File: config.mk
export PLATFORM = sky130hd
export DESIGN_NAME = seq_detect_fsm
export DESIGN_NICKNAME = d
export VERILOG_FILES = /design/src/rtl/seq_detect_fsm.sv
export SDC_FILE = /design/constraint.sdc
export NUM_CORES = 1
export LEC_CHECK = 0
export CAP_MARGIN = 30
export CORE_MARGIN = 5
export CORE_UTILIZATION = 30
export CTS_CLUSTER_SIZE = 25
export DETAILED_ROUTE_END_ITERATION = 8
export SLEW_MARGIN = 20
export SYNTH_ARGS = -nofsm -noshare
export SYNTH_HDL_FRONTEND = slang
export SYNTH_SLANG_ARGS = --single-unit
File: constraint.sdc
create_clock -name clk -period 1.25 [get_ports clk]
set_input_delay 0.25 -clock clk [delete_from_list [all_inputs] [get_ports clk]]
set_output_delay 0.25 -clock clk [all_outputs]
set_load 0.02 [all_outputs]
File: src/rtl/seq_detect_fsm.sv
// Serial pattern detector with run-time overlapping/non-overlapping match and a registered match pulse.
// Defining SEQ_DET_COUNT_EN builds the saturating hit_count output and its counter.
module seq_detect_fsm #(
   parameter int               PAT_W   = 4,
   parameter logic [PAT_W-1:0] PATTERN = 4'b1011,
   parameter int               CNT_W   = 8
) (
   input  logic                       clk,
   input  logic                       reset,
   input  logic                       en,
   input  logic                       din,
   input  logic                       overlap,
   input  logic                       clear,
   output logic                       match,
   output logic [$clog2(PAT_W+1)-1:0] fill
`ifdef SEQ_DET_COUNT_EN
   ,
   output logic [CNT_W-1:0]           hit_count
`endif
);

   localparam int             FW        = $clog2(PAT_W + 1);
   localparam logic [FW-1:0]  FILL_ARM  = FW'(PAT_W);
   localparam logic [FW-1:0]  FILL_LAST = FW'(PAT_W - 1);

   localparam logic [1:0] ST_EMPTY   = 2'd0;
   localparam logic [1:0] ST_FILLING = 2'd1;
   localparam logic [1:0] ST_ARMED   = 2'd2;

   if (PAT_W < 2 || PAT_W > 32 || CNT_W < 1) begin : g_bad_cfg
      $error("seq_detect_fsm: PAT_W must be 2..32 and CNT_W at least 1");
   end

   // The oldest history bit is shifted out before it is ever compared, so only PAT_W-1 bits are kept.
   logic [PAT_W-2:0] hist_q, hist_d;
   logic [FW-1:0]    fill_q, fill_d;
   logic             match_q, match_d;
   logic [1:0]       state;
   logic [PAT_W-1:0] shifted;
   logic             hit;

   always_comb begin
      if (fill_q == '0)            state = ST_EMPTY;
      else if (fill_q == FILL_ARM) state = ST_ARMED;
      else                         state = ST_FILLING;
   end

   assign shifted = {hist_q, din};
   assign hit     = en && !clear && ((state == ST_ARMED) || (fill_q == FILL_LAST))
                    && (shifted == PATTERN);

   // NOTE: every output of this block gets a default first, so no path leaves a latch behind.
   always_comb begin
      hist_d  = hist_q;
      fill_d  = fill_q;
      match_d = 1'b0;
      if (clear) begin
         hist_d = '0;
         fill_d = '0;
      end else if (en) begin
         hist_d  = shifted[PAT_W-2:0];
         match_d = hit;
         if (hit && !overlap)      fill_d = '0;
         else if (state != ST_ARMED) fill_d = fill_q + FW'(1);
      end
   end

   // NOTE: state registers use non-blocking assignment so all flops update from pre-edge values.
   always_ff @(posedge clk or negedge reset) begin
      if (!reset) begin
         hist_q  <= '0;
         fill_q  <= '0;
         match_q <= 1'b0;
      end else begin
         hist_q  <= hist_d;
         fill_q  <= fill_d;
         match_q <= match_d;
      end
   end

   assign match = match_q;
   assign fill  = fill_q;

`ifdef SEQ_DET_COUNT_EN
   logic [CNT_W-1:0] cnt_q, cnt_d;

   always_comb begin
      cnt_d = cnt_q;
      if (clear)                   cnt_d = '0;
      else if (hit && cnt_q != '1) cnt_d = cnt_q + CNT_W'(1);
   end

   always_ff @(posedge clk or negedge reset) begin
      if (!reset) cnt_q <= '0;
      else        cnt_q <= cnt_d;
   end

   assign hit_count = cnt_q;
`endif

endmodule

# After elaboration in Yosys (flattened, before gate mapping)
# Cells that the tools add are included.
# word_totals
reg_bits	7
in_bits	6
# classes
addsub	1
eq_ne	5
mux	10
reduce_logical	11
# op_table
cell	n
3-bit 2-to-1 mux	6
4-bit == test, second input constant	1
1-bit logical AND	4
2-bit 2-to-1 mux	2
3-bit by 1-bit adder with 3-bit output, second input constant	1
3-bit by 2-bit == test with 1-bit output, second input constant	1
3-bit == test, second input constant	1
3-bit logical NOT	1
3-bit nonzero test	1
2-bit == test, second input constant	1
1-bit logical NOT	2
1-bit 2-to-1 mux	2
2-bit != test, second input constant	1
2-bit AND reduction	1
2-bit nonzero test	1
1-bit logical OR	1

# Longest topological paths before layout
# Gate-level depths: netlist of the first run.
# depth
ltp_word	11
depth_mapped	5

# Worst setup path before layout of the first run
# No wires, ideal clock.
# synth_timing
kind	register to register
start	register fill_q[1] (netlist: fill[1])
end	register fill_q[0] (netlist: fill[0])
path_stages_with_launch	5
arrival_time_ps	1314
setup_time_ps	130
setup_slack_ps	-194
path_cell_list	dfrtp_1 ha_1 or3b_1 o2111ai_1 o31ai_1
# synth_between
elab_chain_cells	11
# synth_lines
element	line	text
start: declaration	36	logic [FW-1:0] fill_q, fill_d;
start signal: assignment	76	fill_q <= fill_d;
3-bit == test	44	else if (fill_q == FILL_ARM) state = ST_ARMED;
2-bit 2-to-1 mux	44	
2-bit 2-to-1 mux	43	if (fill_q == '0) state = ST_EMPTY;
2-bit == test	49	assign hit = en && !clear && ((state == ST_ARMED) || (fill_q == FILL_LAST))
1-bit logical OR	49	
1-bit logical AND	49	
1-bit logical AND	50	&& (shifted == PATTERN);
1-bit logical AND	63	if (hit && !overlap) fill_d = '0;
3-bit 2-to-1 mux	63	
3-bit 2-to-1 mux	60	end else if (en) begin
3-bit 2-to-1 mux	57	if (clear) begin
# Several ways; a longest one is shown, not always the timed one. The select of a mux whose other input is x is not followed.
# A chain may end at the register's enable or synchronous reset.

# Worst setup path after layout of the first run
# layout_timing
start	register fill_q[0] (netlist: fill[0])
end	register fill_q[0] (netlist: fill[0])
# The elaborated chain is that of the path after synthesis.

==> results of run 1 <==
[sequential cells by signal, indices dropped and copies added, names as in the netlist]
register and count:
fill 3, hist_q 3, match 1
[layer usage]
metal / vias up / part of all wire
li1: 170 / -
met1: 168 / 0.34
met2: 13 / 0.56
met3: 4 / 0.075
met4: 0 / 0.024
met5: - / 0
[final cells by class]
type	count	area, um^2	area share
Sequential cell	7	178	0.281
Timing Repair Buffer	17	143	0.225
Clock buffer	4	26.3	0.0415
Tap cell	15	18.8	0.0296
Inverter	2	7.51	0.0119
Multi-Input combinational cell	25	260	0.411
[layout by cell type (no fill, tap or decap), types with 2 or more instances in the layout]
cell type / count
dlygate4sd2_1: 2
clkdlybuf4s50_1: 5
inv_1: 2
dfrtp_2: 2
o2111ai_2: 2
ha_4: 2
nor2_1: 3
clkbuf_4: 3
mux2i_1: 4
nand2_1: 2
buf_4: 8
o31ai_2: 2
dfrtp_1: 5
[final timing paths]
check / from / slack, ps / to / cells after the start
max: fill[0] / -120 / fill[0] / 4
min reg2reg: hist_q[1] / 570 / hist_q[1] / 2
max reg2reg: fill[0] / -120 / fill[0] / 4
max in group asynchronous: reset / 710 / fill[1] / 1
min: reset / 270 / match / 1
min in group clk: hist_q[1] / 570 / hist_q[1] / 2
[power breakdown]
part / internal (mW) / switching [mW] / total (mW)
sequential: 0.237 / 0.0122 / 0.249
clock: 0.122 / 0.0841 / 0.206
combinational: 0.0679 / 0.0618 / 0.130
total: 0.427 / 0.158 / 0.585
[cell usage after synthesis, drive strengths merged]
cell type and instances:
a211oi 1, dfrtp 7, mux2i 4, nand4b 1
o31ai 2, nor2b 1, or3b 1, a21o 1
a21oi 1, nand2 2, inv 2, nor3b 2
ha 2, o2111ai 2, nor2 4, buf 1
o32ai 1
[logic make-up (layout without fill, tap and decap cells)]
group                      Yosys count  after routing  share of synthesized area
adders and majority gates            2              2                     0.0641
and+or+nand+nor                     11             11                      0.196
DFF                                  7              7                      0.449
AOI/OAI and AO/OA                    8              8                      0.157
muxes                                4              4                      0.103
buffers and inverters                3             23                     0.0320
[per-stage QoR]
step	util	power, mW	cells	hold WS, ps	setup slack, ps
after floorplan	-	0.299	35	-45.6	-87.1
after global placement	0.449	0.360	66	533	-220
after detailed placement	0.449	0.366	66	547	-271
after CTS	0.479	0.581	70	279	-74.7
after global routing	0.499	0.629	70	292	-144
final	0.499	0.585	70	270	-115
[what timing repair did]
item                       4_1_cts  5_1_grt
pin swaps                        0        1
setup endpoints to repair        6        7
resized for setup                9        7
buffers inserted                 0        0
==> results.json, run 1 <==
{
  "status": "complete, but fails checks",
  "violations": "setup timing",
  "critPathRequiredTime_ps": 1370,
  "worst_slack_ps": -115,
  "ys_ff_latch": 7,
  "cellLeakagePower_nw": 0.280,
  "cap_violations": 0,
  "crit_fanout": 3,
  "cpPeakStageDelay_ps": 400,
  "hold_buffers": 0,
  "grt_usage": 0.114,
  "wirelength_mm": 1.03,
  "synth_top_area_share": 0.449,
  "io_buffers": 9,
  "row_count": 13,
  "vdd_drop_max_mv": 0.480,
  "viasPerCell": 5.07,
  "antenna_found_initial": 0,
  "crit_family": "flip-flops",
  "relSlewSlack": 0.774,
  "seq_area_frac_synth": 0.449,
  "holdCritPathClass": "in -> async",
  "hold_viol_final": 0,
  "fin_area_um2": 633,
  "die_y_um": 46.1,
  "core_area_um2": 1270,
  "path_cells": "ha_4, or3b_4, o2111ai_2, o31ai_2",
  "use_met2": 0.201,
  "clock-root-buffer": "clkbuf_4",
  "cts_buffers": 3,
  "path_buf_inv": 0,
  "place_area_um2": 569,
  "ys_warn_count": 0,
  "gr-total-overflow": 0,
  "grt_use_met3": 0.0430,
  "syn_area_per_cell_um2": 11.2,
  "cp_slowest_cell": "dfrtp_2",
  "cp-start-kind": "flip-flop",
  "fillers": 134,
  "place_congestion": 0.726,
  "fin_nets": 64,
  "drive_above_1_share": 0.436,
  "netlist_instances": 35,
  "tightest_slew_ps": 338,
  "power_density_nw_per_um2": 924,
  "start_util": 0.308,
  "grt_pass1_wl_mm": 1.65,
  "setup_viol": 3,
  "synthTopCellsByArea": "dfrtp_1 45%, mux2i_1 10%, ha_1 6.4%, nand4b_4 6.1%, o2111ai_1 4.5%",
  "worstSetupPathType": "reg -> reg",
  "worstPathArrival_ps": 1480,
  "fin_worst_skew_ps": 0.319,
  "tns_ps": -200,
  "dieArea_um2": 2120,
  "grt-busiest-layer": "met2",
  "dpl.hpwl_um": 757,
  "fmax_ghz": 0.733,
  "end_kind": "flip-flop",
  "diodes": 0,
  "synth_area_um2": 390,
  "routedWlPerCell_um": 14.7,
  "postRouteAntennaNets": 0,
  "grt_pass1_vias": 376,
  "grt_max_degree": 8,
  "die_x_um": 46.1,
  "rsz0062_at_grt": "yes",
  "syn-num-nets": 43,
  "cts_buffer_depth": 2,
  "maxSlewViolCount": 0,
  "first_iter_violations": 4,
  "clkSlewWorstSetupHoldPaths_ps": 50,
  "cts_tree": "yes",
  "synth_cell_types": 17,
  "io_pins": 10,
  "drt_first_pass_iters": 4,
  "cts_sinks": 7,
  "min_period_over_period": 1.09,
  "h-tree-depth": 1,
  "vias": 355,
  "syn_to_final_growth_pct": 62.2,
  "yosysTopAreaCell": "dfrtp_1",
  "drc": 0,
  "met1_usage": 0.102,
  "fin_crit_ps": 1370,
  "clk_latency_ps": 250
}
Power figures use the tool's default switching activity.
==> run 2: changes to the inputs <==
--- a/config.mk
+++ b/config.mk
@@ -6,10 +6,10 @@
 export NUM_CORES = 1
 export LEC_CHECK = 0
 export CAP_MARGIN = 30
-export CORE_MARGIN = 5
-export CORE_UTILIZATION = 30
+export CORE_AREA = 5 5 42 44
 export CTS_CLUSTER_SIZE = 25
 export DETAILED_ROUTE_END_ITERATION = 8
+export DIE_AREA = 0 0 47 49
 export SLEW_MARGIN = 20
 export SYNTH_ARGS = -nofsm -noshare
 export SYNTH_HDL_FRONTEND = slang
==> run 2 against run 1 <==
Net effect:
- the flow still finishes with violations (setup timing)
- critical endpoint is now fill[1]
- via count decreased by 0.85%
- non-clock buffer count is 2 higher
- register-to-register slack improved by 20 ps
- maximum frequency up 1.5%
==> results.json, run 2 (synthesis results as in run 1) <==
{
  "status": "complete, but fails checks",
  "violations": "setup timing",
  "power_density_nw_per_um2": 896,
  "cts_buffers": 3,
  "vdd_drop_max_mv": 0.596,
  "reg2reg_from": "fill[0]",
  "routedWlPerCell_um": 13.7,
  "final_common_cell": "buf_4",
  "die_y_um": 49,
  "fin_worst_skew_ps": 4.88,
  "grt_pass1_wl_mm": 1.61,
  "dieArea_um2": 2300,
  "first_iter_violations": 5,
  "row_count": 14,
  "final_cell_mix": "10 x buf_4, 5 x dfrtp_1, 5 x clkdlybuf4s50_1, 4 x mux2i_1, 4 x nor2_1",
  "grt_pass1_vias": 366,
  "dpl.hpwl_um": 727,
  "hold_viol_final": 0,
  "fin_crit_ps": 1350,
  "wl_met2_um": 529,
  "worstSetupPathType": "reg -> reg",
  "reg2reg_to": "fill[1]",
  "end_kind": "flip-flop",
  "dr.max_layer_used": "met4",
  "dp_slack_ps": -267,
  "cap_violations": 0,
  "cp-start-kind": "flip-flop",
  "wl_met3_um": 69,
  "cellLeakagePower_nw": 0.291,
  "clkSlewWorstSetupHoldPaths_ps": 50,
  "grt_usage": 0.0991,
  "cp_slowest_cell": "dfrtp_2",
  "worst-r2r-setup-slack_ps": -100,
  "met1_length_um": 384,
  "ff2ff_path_depth": 4,
  "fin_nets": 66,
  "cts_buffer_depth": 2,
  "core_area_um2": 1400,
  "fmax_ghz": 0.743,
  "maxSlewViolCount": 0,
  "cts_sinks": 7,
  "crit_end": "fill[1]",
  "path_buf_inv": 0,
  "h-tree-depth": 1,
  "drc": 0,
  "path_cells": "ha_4, or3b_4, o2111ai_2, o31ai_1",
  "crit_fanout": 3,
  "tns_ps": -200,
  "relSlewSlack": 0.765,
  "io_buffers": 9,
  "worst_slack_ps": -95.5,
  "hold_buffers": 0,
  "diodes": 0,
  "die_x_um": 47,
  "setup_viol": 3,
  "seq_area_um2": 178,
  "startpoint": "fill[0]",
  "wirelength_um": 999,
  "cts_tree": "yes",
  "antenna_found_initial": 0,
  "place_congestion": 0.784,
  "holdCritPathClass": "in -> async",
  "syn_to_final_growth_pct": 66.0,
  "drt_first_pass_iters": 2,
  "viasPerCell": 4.82,
  "grt_max_degree": 8,
  "min_period_over_period": 1.08,
  "cpPeakStageDelay_ps": 400,
  "start_util": 0.279,
  "worstPathArrival_ps": 1470,
  "tightest_slew_ps": 351,
  "multi_input_area_um2": 260,
  "clock-root-buffer": "clkbuf_4",
  "gr-total-overflow": 0,
  "vias": 352,
  "critPathRequiredTime_ps": 1380,
  "clk_latency_ps": 250,
  "fillers": 152,
  "postRouteAntennaNets": 0,
  "path_depth": 4,
  "rsz0062_at_grt": "yes",
  "io_pins": 10,
  "drive_above_1_share": 0.456,
  "crit_family": "flip-flops"
}
run 2: final cells by class:
class                           instances  area share
Inverter                                2      0.0116
Timing Repair Buffer                   19       0.241
Sequential cell                         7       0.274
Tap cell                               16      0.0309
Multi-Input combinational cell         25       0.402
Clock buffer                            4      0.0405
run 2: metrics by stage:
step                utilization  hold slack, ps  instance area, um^2  std cells  total power, mW
finish                    0.463             270                  648         73            0.580
global route              0.463             282                  648         73            0.617
CTS                       0.440             272                  617         73            0.577
detailed placement        0.418             546                  586         69            0.366
global placement          0.418             530                  586         69            0.365
floorplan                     -           -45.6                  405         35            0.299
run 2: power breakdown:
group	internal, mW	switching, mW	total [mW]
sequential	0.238	0.0115	0.249
clock	0.122	0.0824	0.204
combinational	0.0686	0.0587	0.127
run 2: worst min-delay path by stage:
stage               startpoint        end  slack, ps
global placement     hist_q[1]  hist_q[1]        530
floorplan                reset    fill[0]        -50
detailed placement       reset      match        550
CTS                      reset    fill[2]        270
global route             reset      match        280
finish                   reset    fill[2]        270
run 2: worst register-to-register path: stages, from the launching register on:
cell	delay (ps)
dfrtp_2	400
ha_4	140
or3b_4	390
o2111ai_2	190
o31ai_1	100
run 2: routing by layer:
metal / vias up / global-route usage
met4: 0 / 0.0553
met3: 2 / 0.0590
li1: 173 / -
met2: 13 / 0.136
met5: - / 0
met1: 164 / 0.116
run 2: what timing repair did:
item | 4_1_cts | 5_1_grt
setup buffers | 0 | 0
gates resized for setup | 7 | 8
hold endpoints to repair | 0 | 0
pin swaps | 3 | 2
setup endpoints to repair | 7 | 6
